[config.mk]
export PLATFORM = sky130hd
export DESIGN_NAME = act_throttle_queue
export DESIGN_NICKNAME = d
export VERILOG_FILES = /design/src/rtl/act_throttle_queue.sv
export SDC_FILE = /design/constraint.sdc
export NUM_CORES = 1
export LEC_CHECK = 0
export CORE_UTILIZATION = 55
export CTS_BUF_LIST = sky130_fd_sc_hd__clkbuf_8 sky130_fd_sc_hd__clkbuf_16
export DETAILED_ROUTE_END_ITERATION = 12
export DONT_BUFFER_PORTS = 1
export PLACE_DENSITY = 0.71
export REMOVE_ABC_BUFFERS = 1
export SKIP_CTS_REPAIR_TIMING = 1
export SLEW_MARGIN = 40
export SYNTH_ARGS = -nofsm -noshare
export SYNTH_HDL_FRONTEND = slang
export SYNTH_SLANG_ARGS = --single-unit
[constraint.sdc]
create_clock -name clk -period 2.8 [get_ports clk]
set_input_delay 0.56 -clock clk [delete_from_list [all_inputs] [get_ports clk]]
set_output_delay 0.56 -clock clk [all_outputs]
set_load 0.02 [all_outputs]
[src/rtl/act_throttle_queue.sv]
// In-order ACT queue that asks blockhammer whether the head row is safe, throttles
// unsafe heads for T_DELAY cycles, and inserts each issued ACT into blockhammer.
module act_throttle_queue #(
  parameter int ROW_W   = 16,
  parameter int CORE_W  = 3,
  parameter int DEPTH   = 4,
  parameter int T_DELAY = 32
) (
  input  logic              clk,
  input  logic              rst,
  input  logic              req_valid,
  output logic              req_ready,
  input  logic [ROW_W-1:0]  req_row,
  input  logic [CORE_W-1:0] req_core,
  output logic [ROW_W-1:0]  bh_row_addr,
  output logic [CORE_W-1:0] bh_core_id,
  output logic              bh_in_valid,
  input  logic              bh_is_safe,
  output logic              act_valid,
  input  logic              act_ready,
  output logic [ROW_W-1:0]  act_row,
  output logic [CORE_W-1:0] act_core,
  output logic              busy,
  output logic [15:0]       throttle_cnt
);
  localparam int PW = (DEPTH > 1) ? $clog2(DEPTH) : 1;
  localparam int CW = $clog2(DEPTH + 1);
  localparam int DW = (T_DELAY > 1) ? $clog2(T_DELAY) : 1;

  typedef struct packed {
    logic [ROW_W-1:0]  row;
    logic [CORE_W-1:0] core;
  } ent_t;

  typedef enum logic [1:0] {IDLE, CHECK, WAIT, ISSUE} state_t;

  ent_t          mem [DEPTH];
  ent_t          head;
  logic [PW-1:0] wr_ptr, rd_ptr;
  logic [CW-1:0] count, count_nxt;
  logic [DW-1:0] dly;
  state_t        state;
  logic          push, pop;

  assign req_ready = count < CW'(DEPTH);
  assign push      = req_valid & req_ready;
  assign act_valid = (state == ISSUE);
  assign pop       = act_valid & act_ready;
  assign count_nxt = count + CW'(push) - CW'(pop);

  // Head is zeroed when empty so the query/issue buses never show stale rows.
  assign head        = (count != '0) ? mem[rd_ptr] : '0;
  assign bh_row_addr = head.row;
  assign bh_core_id  = head.core;
  assign act_row     = head.row;
  assign act_core    = head.core;
  assign bh_in_valid = pop;
  assign busy        = (state != IDLE) || (count != '0);

  always_ff @(posedge clk) begin
    if (push) mem[wr_ptr] <= '{row: req_row, core: req_core};
  end

  always_ff @(posedge clk or posedge rst) begin
    if (rst) begin
      wr_ptr <= '0;
      rd_ptr <= '0;
      count  <= '0;
    end else begin
      if (push) wr_ptr <= wr_ptr + 1'b1;
      if (pop)  rd_ptr <= rd_ptr + 1'b1;
      count <= count_nxt;
    end
  end

  always_ff @(posedge clk or posedge rst) begin
    if (rst) begin
      state        <= IDLE;
      dly          <= '0;
      throttle_cnt <= '0;
    end else begin
      case (state)
        // Looking at count_nxt lets a push into an idle queue reach CHECK next cycle.
        IDLE:  if (count_nxt != '0) state <= CHECK;
        CHECK: begin
          if (bh_is_safe) begin
            state <= ISSUE;
          end else begin
            state <= WAIT;
            dly   <= DW'(T_DELAY - 1);
            if (throttle_cnt != 16'hFFFF) throttle_cnt <= throttle_cnt + 16'd1;
          end
        end
        WAIT: begin
          if (dly == '0) state <= CHECK;
          else           dly   <= dly - 1'b1;
        end
        ISSUE: if (act_ready) state <= (count_nxt != '0) ? CHECK : IDLE;
        default: state <= IDLE;
      endcase
    end
  end
endmodule

==> out/qor.txt <==
clock sink count = 106
Peak Freq = 410 MHz
Leak = 0.00186 uW
GRT Util Overall = 0.182
diodes inserted = 0
status = finished clean
total grt overflow = 0
sequential cell area fraction in the yosys report = 0.660
Die Area = 0.00872 mm2
CTS Buffer Depth = 2
Max Slew Vio Count = 0
Critical path buffers and inverters = 2
H-tree depth = 3
Site Rows = 32
CP Capture Type = primary output
initial antenna violation count = 0
core area = 0.00789 mm2
GPL Wtd Cong = 0.777
crit path DAT = 1880 ps
TritonCTS clock tree = built
height of the die = 93.4 um
share of cells above drive strength 1 = 0.229
CP Data Required Time = 2240 ps
largest net degree at the start of global routing = 31
Worst Skew = 6.62 ps
Crit Path Class = register to primary output
CTS Buf Count = 9
post-layout minimum cycle time = 2440 ps
asr flop ratio synth = 0.283
Routed WL = 7.24 mm
DPL Wire Length = 5.05 mm
power per cell area = 1050 mW/mm2
number of global-route vias before repair = 2279
CP peak stage delay = 540 ps
final setup TNS = 0 ps
vias per cell = 5.51
EDFF count, synth = 76
cell family with most CP delay = multiplexers
root buf cell = clkbuf_8
Post-Synthesis Cells = 291
R2R depth = 10
VDD IR max = 0.658 mV
post-place instance area = 0.00478 mm2
Setup-failing EPs final = 0
final antenna-violating net count = 0
Die W = 93.4 um
Filler Cell Count = 569
crit-path cells = buf_4 > mux4_2 > nor2b_1 > buf_4
total iterations of the first detailed-routing run = 4
flops & latches, synth = 106
DP Cell Count = 396
slowest cell on the critical path = mux4_2
DRC violations left = 0
Yosys warnings = 0
routed wire length per instance = 17.6 um
HP Class = input pin to async pin
startpoint types = register
RSZ-0062 raised after global routing = no
Max Cap Viol = 0
RR Endpoint = state[0]$_DFFE_PP0P_
fin util = 0.630
total number of vias = 2272
# IOs = 82
NumNets Final = 339
r2r setup slk = 480 ps
Final Hold Fails = 0
post-route design area = 0.00497 mm2
Initial Util = 0.582
syn avg cell area = 15.8 um2
Netlist cell types = 41
I/O Buffers = 0
Main synth FF type = edfxtp_1
Worst-Margin Slew = 443 ps
Slew HR = 0.702
Skew-Pair Late Insertion Delay = 350 ps
Layout Cells excl Fill = 412
Area growth, synth to finish = 8.20%
first-pass GRT wire length = 11.5 mm
final period utilization = 0.871
Synth Cell Area = 0.00459 mm2
top fanout value on the critical path = 14
worst r2r src = count[2]$_DFF_PP0_
CP dominant cell by count = buf_4
clk slew on worst S/H paths = 90 ps
DR iter-0 viols = 109
==> power breakdown <==
part           internal [uW]  total, uW  switching [uW]
combinational            856       2130            1270
sequential              1970       2180             208
clock                    412        894             482
total                   3240       5200            1960
==> routing by layer <==
metal	global-route usage	routed length (um)	vias up
met3	0.0618	519	7
met4	0.0705	86	0
met2	0.296	3600	64
li1	-	-	1074
met1	0.227	3030	1127
met5	0	0	-
==> registers in the layout, indices dropped and copies added, names as in the netlist <==
register,count
rd_ptr,2
wr_ptr,2
mem,76
dly,5
count,3
throttle_cnt,16
state,2
==> worst register-to-register path, stage by stage (launching register included) <==
cell     delay, ps
dfrtp_1        440
nor2b_1        160
inv_1           60
ha_1           260
inv_1           40
ha_1           190
fa_1           380
xnor2_1        150
xnor2_1        150
nor4_1         240
o22ai_1        130
==> worst max path at each step <==
stage,cells past startpoint,end,from
after floorplan,2,act_core[0],count[2]$_DFF_PP0_
after CTS,4,bh_row_addr[6],rd_ptr[0]$_DFFE_PP0P_
after global placement,10,state[0]$_DFFE_PP0P_,req_valid
final,4,bh_row_addr[6],rd_ptr[0]$_DFFE_PP0P_
after global routing,4,bh_row_addr[6],rd_ptr[0]$_DFFE_PP0P_
after detailed placement,10,state[0]$_DFFE_PP0P_,req_valid
==> synth_stat cells (all sizes together) (6+ instances only) <==
cell	instances	area [um2]
inv	13	48.8
edfxtp	76	2280
dfrtp	30	751
nor2	7	26.3
xor2	14	123
mux4	19	428
buf	23	163
nor3	9	50.1
nand3	6	35.0
ha	9	113
nor4	8	71.3
xnor2	7	61.3
nor2b	20	125
nand2	13	48.8
==> metrics by stage <==
step                      total power [uW]  hold WS [ps]  worst slack (ps)
after global placement                4340           462               393
after CTS                             5280           163               294
after detailed placement              4390           468               361
after global routing                  5510           204               246
after floorplan                       3720           439               292
final                                 5200           164               362
==> cell families (layout without fill, tap and decap cells) <==
group                    Yosys count  after routing  synth area share
buffers and inverters             41             60            0.0501
XOR/XNOR                          21             21            0.0400
multiplexers                      22             22             0.100
AO/OA/AOI/OAI                      6              6           0.00763
adder cells (fa/ha/maj)           10             10            0.0289
AND/OR/NAND/NOR                   85             85             0.113
flip-flops                       106            106             0.660
==> layout by cell type (no fill, tap or decap), types with 2 or more instances in the layout <==
| master | n |
|---|---|
| edfxtp_1 | 76 |
| nor4_1 | 6 |
| nor4b_1 | 3 |
| nor2b_1 | 20 |
| ha_1 | 9 |
| xor2_1 | 14 |
| mux2_1 | 2 |
| nand4_1 | 4 |
| dfrtp_1 | 30 |
| nor2_1 | 7 |
| buf_4 | 31 |
| xnor2_1 | 7 |
| nand2_1 | 13 |
| inv_1 | 13 |
| clkbuf_8 | 9 |
| nand3_1 | 5 |
| clkinv_1 | 2 |
| o21ai_0 | 2 |
| nor3_1 | 7 |
| mux4_2 | 19 |
| clkinvlp_4 | 2 |
| and2_1 | 5 |
| nor3_2 | 2 |
==> layout make-up <==
cell class	count	area, um2	area share
clock buffer	9	124	0.0249
clock inverter	7	68.8	0.0138
inverter	13	48.8	0.00982
multi-input combinational	144	1340	0.269
sequential	106	3030	0.610
tap	102	128	0.0257
timing repair buffer	31	233	0.0468
Note: power is estimated with default switching activity, not from simulation.
